==> src/rtl/uart_tx_controller.sv <==
// Sequences ALU result bytes into the UART transmitter: one active byte plus one
// pending slot, a completion timeout, and sticky overflow/timeout flags.
module uart_tx_controller #(
  parameter int unsigned NB_DATA        = 8,
  parameter int unsigned NB_TIMER       = 18,
  parameter int unsigned TIMEOUT_CYCLES = 200000,
  parameter int unsigned NB_STATES      = 3
) (
  input  logic                 i_clock,
  input  logic                 i_reset,
  input  logic                 i_tx_start,
  input  logic [NB_DATA-1:0]   i_alu_result,
  input  logic                 i_tx_done,
  input  logic                 i_clear_status,
  output logic [NB_DATA-1:0]   o_tx_data,
  output logic                 o_tx_data_valid,
  output logic                 o_busy,
  output logic                 o_overflow,
  output logic                 o_timeout,
  output logic [NB_STATES-1:0] o_dbg_state
);

  typedef enum logic [NB_STATES-1:0] {
    IDLE      = 3'b001,
    SEND      = 3'b010,
    WAIT_DONE = 3'b100
  } state_t;

  localparam logic [NB_TIMER-1:0] TIMER_LAST = NB_TIMER'(TIMEOUT_CYCLES - 1);

  state_t               state, state_next;
  logic [NB_DATA-1:0]   data_reg, data_next;
  logic [NB_DATA-1:0]   pending_reg, pending_next;
  logic                 pending_valid, pending_valid_next;
  logic [NB_TIMER-1:0]  timer, timer_next;
  logic                 overflow_reg, timeout_reg;
  logic                 overflow_set, timeout_set;
  logic                 expired;

  always_ff @(posedge i_clock) begin
    if (i_reset) begin
      state         <= IDLE;
      data_reg      <= '0;
      pending_reg   <= '0;
      pending_valid <= 1'b0;
      timer         <= '0;
      overflow_reg  <= 1'b0;
      timeout_reg   <= 1'b0;
    end else begin
      state         <= state_next;
      data_reg      <= data_next;
      pending_reg   <= pending_next;
      pending_valid <= pending_valid_next;
      timer         <= timer_next;
      // A flag being set wins over a clear arriving in the same cycle.
      if (overflow_set)        overflow_reg <= 1'b1;
      else if (i_clear_status) overflow_reg <= 1'b0;
      if (timeout_set)         timeout_reg  <= 1'b1;
      else if (i_clear_status) timeout_reg  <= 1'b0;
    end
  end

  always_comb begin
    state_next         = state;
    data_next          = data_reg;
    pending_next       = pending_reg;
    pending_valid_next = pending_valid;
    timer_next         = timer;
    overflow_set       = 1'b0;
    timeout_set        = 1'b0;
    expired            = 1'b0;

    case (state)
      IDLE: begin
        if (i_tx_start) begin
          data_next  = i_alu_result;
          state_next = SEND;
        end
      end

      SEND: begin
        timer_next = '0;
        state_next = WAIT_DONE;
        if (i_tx_start) begin
          if (!pending_valid) begin
            pending_next       = i_alu_result;
            pending_valid_next = 1'b1;
          end else begin
            overflow_set = 1'b1;
          end
        end
      end

      WAIT_DONE: begin
        timer_next = timer + NB_TIMER'(1);
        expired    = !i_tx_done && (timer == TIMER_LAST);
        if (i_tx_done || expired) begin
          timeout_set = expired;
          // With the slot full, the pending byte goes out and a simultaneous
          // new request refills the slot instead of overflowing.
          if (pending_valid) begin
            data_next  = pending_reg;
            state_next = SEND;
            if (i_tx_start) pending_next = i_alu_result;
            else            pending_valid_next = 1'b0;
          end else if (i_tx_start) begin
            data_next  = i_alu_result;
            state_next = SEND;
          end else begin
            state_next = IDLE;
          end
        end else if (i_tx_start) begin
          if (!pending_valid) begin
            pending_next       = i_alu_result;
            pending_valid_next = 1'b1;
          end else begin
            overflow_set = 1'b1;
          end
        end
      end

      default: state_next = IDLE;
    endcase
  end

  assign o_tx_data       = data_reg;
  assign o_tx_data_valid = (state == SEND);
  assign o_busy          = (state != IDLE) || pending_valid;
  assign o_overflow      = overflow_reg;
  assign o_timeout       = timeout_reg;
  assign o_dbg_state     = state;

endmodule
==> config.mk <==
export PLATFORM = sky130hd
export DESIGN_NAME = uart_tx_controller
export DESIGN_NICKNAME = d
export VERILOG_FILES = /design/src/rtl/uart_tx_controller.sv
export SDC_FILE = /design/constraint.sdc
export NUM_CORES = 1
export LEC_CHECK = 0
export CAP_MARGIN = 0
export CORE_ASPECT_RATIO = 0.7
export CORE_MARGIN = 1.5
export CORE_UTILIZATION = 45
export CTS_CLUSTER_SIZE = 12
export DETAILED_ROUTE_END_ITERATION = 10
export GPL_ROUTABILITY_DRIVEN = 1
export PLACE_DENSITY_LB_ADDON = 0.12
export SYNTH_ARGS = -nofsm -noshare
export SYNTH_HDL_FRONTEND = slang
export SYNTH_SLANG_ARGS = --single-unit
==> constraint.sdc <==
create_clock -name i_clock -period 1.95 [get_ports i_clock]
set_input_delay 0.2925 -clock i_clock [delete_from_list [all_inputs] [get_ports i_clock]]
set_output_delay 0.2925 -clock i_clock [all_outputs]
set_load 0.02 [all_outputs]
# Word-level counts from Yosys, hierarchy flattened
# Index checks and enable logic that the tools add are counted.
[classes]
n_eq_ne = 9
reduce_logical = 11
muxes = 30
n_addsub = 1
[op_table]
columns = ["op", "count"]
rows = [
  ["two-way mux 8 bit", 8],
  ["case mux 18 bit (2 select lines)", 1],
  ["case mux 8 bit (2 select lines)", 2],
  ["adder 18 x 1 -> 18 bit, second input constant", 1],
  ["equality test 18 bit, second input constant", 1],
  ["two-way mux 1 bit", 12],
  ["case mux 3 bit (3 select lines)", 1],
  ["nonzero test 2 bit", 4],
  ["two-way mux 3 bit", 2],
  ["inequality test 3 bit, second input constant", 2],
  ["two-way mux 2 bit", 2],
  ["inequality test 2 bit, second input constant", 2],
  ["case mux 1 bit (2 select lines)", 2],
  ["AND reduction 2 bit", 2],
  ["equality test 3 x 1 -> 1 bit, second input constant", 1],
  ["equality test 3 x 2 -> 1 bit, second input constant", 1],
  ["equality test 3 bit, second input constant", 1],
  ["inequality test 3 x 1 -> 1 bit, second input constant", 1],
  ["AND reduction 3 bit", 1],
  ["logical OR 1 bit", 2],
  ["logical AND 1 bit", 1],
  ["zero test 1 bit", 1],
]
[totals]
output_inout_bits = 15
input_bits = 13
reg_bits = 40
wordCells = 58

# Logic depth before layout (Yosys ltp)
# Gate-level depths: netlist of run 1.
[depth]
ltp_word = 6
mapped_depth = 8
ltp_nobuf = 6

# Least setup slack after synthesis of run 1
# Ideal clock, no wire load.
[synth_timing]
kind = "register to register"
from = "register timer[13]"
to = "register pending_reg[0]"
t_required_ns = 1.878
setup_time_ns = 0.072
stages_incl_launch_ff = 6
synth_period_minus_slack_ns = 2.033
path_buffers = 0
arrival_time_ns = 1.962
setup_slack_ns = -0.083
cell_sequence = "dfxtp_1 > or4b_4 > nor4_4 > a31oi_2 > a21oi_4 > mux2i_1"
[synth_between]
elab_chain_len = 5
word_cells_on_any_way = 8
classes_between = "3 x eq/ne; 2 x mux; 3 x reduce/logical"
[synth_rtl]
columns = ["element", "line_no", "text"]
rows = [
  ["start, declared", "35", "logic [NB_TIMER-1:0] timer, timer_next;"],
  ["start signal, assigned", "54", "timer <= timer_next;"],
  ["equality test 18 bit *", "96", "expired = !i_tx_done && (timer == TIMER_LAST);"],
  ["logical AND 1 bit *", "96", ""],
  ["logical OR 1 bit *", "97", "if (i_tx_done || expired) begin"],
  ["inequality test 3 bit (no line) or two-way mux 8 bit (tied branches)", "-", ""],
  ["AND reduction 3 bit (no line) or case mux 8 bit (2 select lines) (tied branches)", "-", ""],
  ["end signal, assigned", "52", "pending_reg <= pending_next;"],
  ["end, declared", "33", "logic [NB_DATA-1:0] pending_reg, pending_next;"],
]
# Mark *: on every way between the ends. The rest lies on a longest branch, timed or not.
# A chain may end at the register's enable or synchronous reset.

# Worst setup path in the final report of run 1
[layout_timing]
from = "register timer[9]"
to = "register data_reg[5] (netlist: o_tx_data[5])"
[layout_between]
elab_chain_len = 5
[layout_rtl]
columns = ["element", "line_no", "text"]
rows = [
  ["equality test 18 bit", "96", ""],
  ["logical AND 1 bit", "96", ""],
  ["logical OR 1 bit", "97", ""],
  ["inequality test 2 bit (no line)", "-", ""],
  ["AND reduction 2 bit (no line)", "-", ""],
  ["end signal, assigned", "51", "data_reg <= data_next;"],
  ["end, declared", "32", "logic [NB_DATA-1:0] data_reg, data_next;"],
]
# Every way passes these cells.

==> results.txt, run 1 <==
* Run status: complete, but fails checks
- The checks that failed: design-rule violations, negative setup slack.
* Clock Skew: 0.005477 ns
- The H-tree generated during clock tree synthesis spans 2 levels.
* Total of flip-flops plus latches after synthesis: 40
- Reg-to-Reg Start: timer[9]$_SDFFE_PP0P_
- Across every metal layer, demand over resource in global routing totals 0.2073.
- Buffers placed on the I/O ports in this run total 27.
- In this run the tightest slew margin relative to its limit is 0.7511.
* Unique masters post-synth: 44
* Number of endpoints with negative hold slack in the final report: 0
- For this run, the leading register cell type out of synthesis is dfxtp_1.
- Actual slew at the worst max-slew pin: 0.3629 ns
- In this run the most critical hold path is launched from pending_reg[7]$_SDFFE_PP0P_.
* Pre-antenna DRT Iters: 8
* Power density of the placed cells: 593.5 nW/um2
- In the final layout, the share of cells above drive strength 1 is 0.2167.
- For this run, the register share of the synthesized area comes to 0.3787.
- Synth Area in Adders: 0.005917
- Nature of the critical path endpoint: flip-flop
- The via count of the first global-routing pass came to 1761.
- Synthesis produced a netlist with a net count of 260.
* Critical Path Fanout Max: 9
- Final period demand of the worst path: 2.008 ns
* Fraction of the mapped netlist area in compound gates: 0.1467
- Buffers inserted during clock tree synthesis total 5.
- Final HPWL DP: 3395 um
- Once layout is complete, the cells apart from fillers number 355.
- Compared with the post-synthesis result, the final layout area differs by 33.43%.
- Pin placement for this block handled 28 I/O pins.
- After layout, the design draws a total of 1.675 mW.
- Number of synthesized flops with an enable pin: 0
- In this run, the number of DRC markers left after iteration 0 of detailed routing was 102.
* Vias per std cell: 5.296
- Ys async rst share: 0
* CTS sink count: 40
- The worst hold path belongs to the class reg2reg.
* Number of antenna-violating nets in the routed design: 0
* Chip width: 84.93 um
- Total number of vias: 1880
* Crit path arrival time: 2.19 ns
* Leakage component of the power: 1.075 nW
- Dividing the detail-routed wire length by the instance count gives 13.65 um.
- The commonest cells after synthesis are dfxtp_1 (40), mux2i_1 (25), nand2_1 (25).
- By instance count, the leading cell after synthesis is dfxtp_1.
* Max-capacitance violation count: 0
- In this run the mean area of a mapped cell was 8.596 um2.
- Dividing the final minimum period by the clock period gives 1.030.
- Worst path setup slack after routing: -0.05779 ns
* Worst ir drop on vdd: 0.3501 mV
- Clock tree synthesis selected as its root buffer the cell clkbuf_8.
- Yosys printed 0 warnings.
- Worst setup SP type: flip-flop
* Max FFs per register: 18
- For this configuration, the core starts out at a cell density of 0.4774.
* First-pass GRT wire length: 8245 um
- The critical path is of the reg2reg type.
- The floorplan step defined a die boundary enclosing 5126 um2.
* TritonCTS clock tree: done
- The repair_antennas step left the layout with diodes totalling 0.
- Congestion Overflow GR: 0
* Placed cell count: 342
- For this run, the top clock speed supported by timing is 498.1 MHz.
* Detailed-route wire length: 4846 um
- Xor and xnor area share after synthesis: 0.004142
* Clock latency reported for the late side of the worst-skew pair: 0.29 ns
- Of the post-synthesis cell area, the part taken by muxes is 0.1450.
* WP data required: 2.13 ns
* Share of the synthesized area in the top cell type: 0.3787
* Floorplan row count: 20
* Cell taking the most area after synthesis: dfxtp_1
- GPL Wtd Cong: 0.8484
- Of the total synthesized cell area, the portion taken by AND, OR, NAND and NOR gates is 0.2888.
* Syn Inst Count: 246
- Setup repair after global routing could not meet its margin everywhere.
- Initial antenna violation count: 0
* Main combinational cell family by area after synthesis: simple AND/OR/NAND/NOR gates
- After synthesis the cells add up to 2115 um2.
* Final slew viol count: 0
- The most critical setup path has its startpoint at timer[9]$_SDFFE_PP0P_.
* Drt drc: 1
- Clock transition at the registers of the reported paths: 0.07 ns
- Ranked by total cell area, the synthesized netlist is headed by dfxtp_1 (38%), mux2i_1 (12%), nand2b_1 (5.9%), nand2_1 (4.4%), nor2_1 (3.9%).
- Entering global routing, the biggest net connects 49 pins.
- Vertical die dimension: 60.35 um
- Hold repair after CTS inserted 0 buffers.
- Area inside the core boundary: 4429 um2
- In this run the deepest clock path goes through 2 buffers.
- Number of setup violations in the final report: 16
- The net count of the finished layout is 313.
==> what timing repair did <==
action,in CTS,in global routing
pin swaps,1,6
endpoints found under the setup margin,10,24
resized for setup,5,9
buffers inserted,3,2
==> metal layers <==
metal	GRT usage	vias to the layer above	routed length (um)
li1	-	974	-
met2	0.3166	32	1949
met1	0.2883	866	2636
met5	0	-	0
met4	0.07494	0	57
met3	0.05306	8	203
==> power breakdown <==
group	switching (mW)	internal, mW	total [mW]
combinational	0.120	0.132	0.252
clock	0.283	0.289	0.571
sequential	0.0158	0.835	0.851
==> cell usage in the layout (no fill, tap or decap), drive strengths merged, types with 2 or more instances in the layout <==
cell / netlist / routed
dfxtp: 40 / 40
buf: 1 / 33
mux2i: 25 / 25
nand2: 25 / 25
clkdlybuf4s50: 0 / 25
nor2: 22 / 22
nand2b: 20 / 20
a21oi: 15 / 15
o21ai: 12 / 12
nand3: 8 / 8
clkbuf: 13 / 8
mux2: 5 / 5
o211ai: 5 / 5
and3: 5 / 5
or2: 4 / 4
nand4: 4 / 4
nor4: 4 / 4
inv: 3 / 3
nand3b: 3 / 3
and2: 3 / 3
o31a: 3 / 3
or3: 3 / 3
or4b: 2 / 2
nor2b: 2 / 2
nor3: 2 / 2
o21a: 2 / 2
dlygate4sd2: 0 / 2
a31oi: 2 / 2
==> path summary, 6_finish.rpt <==
path | cells after the start | slack [ns] | to
max reg2reg | 7 | -0.06 | o_tx_data[5]$_SDFFE_PP0P_
min | 2 | 0.47 | pending_reg[7]$_SDFFE_PP0P_
max | 7 | -0.06 | o_tx_data[5]$_SDFFE_PP0P_
min reg2reg | 2 | 0.47 | pending_reg[7]$_SDFFE_PP0P_
==> logic make-up after synthesis <==
| logic type | after synthesis |
|---|---|
| simple gates | 111 |
| compound gates | 46 |
| flops | 40 |
| mux | 30 |
| buf+inv | 17 |
| xor+xnor | 1 |
| fa+ha+maj | 1 |
==> critical path, stage by stage (launching register included) <==
cell       delay (ns)
dfxtp_2          0.32
or4b_4           0.54
nor4_4           0.34
buf_4            0.18
o2bb2ai_4        0.12
buf_12           0.16
mux2i_1          0.18
nor2_1           0.05
==> layout make-up <==
type,instances,area (um2)
fillers,389,1608
well taps,55,68.82
inverters,3,11.26
flip-flops and latches,40,805.8
repair buffers,60,551.8
clock buffers,8,90.09
multi-input cells,189,1294
==> stage by stage <==
| stage | setup slack, ns | setup TNS [ns] | hold WS [ns] | instance area, um2 | util |
|---|---|---|---|---|---|
| 2_1_floorplan | -0.06911 | -0.5529 | 0.4472 | 2121 | - |
| 3_3_place_gp | -0.07756 | -0.6010 | 0.4585 | 2646 | 0.5975 |
| 3_5_place_dp | -0.1332 | -0.9506 | 0.4681 | 2646 | 0.5975 |
| 4_1_cts | -0.05762 | -0.4017 | 0.4806 | 2764 | 0.6240 |
| 5_1_grt | -0.1460 | -1.997 | 0.4985 | 2821 | 0.6370 |
| 6_report | -0.05779 | -0.7462 | 0.4747 | 2821 | 0.6370 |
(Power assumes the default switching activity.)
==> run 2, diff against run 1 <==
- CTS_CLUSTER_DIAMETER: not set -> 40
==> results of run 2 <==
Same layout as run 1: the final DEF is identical, and so are final timing and power.
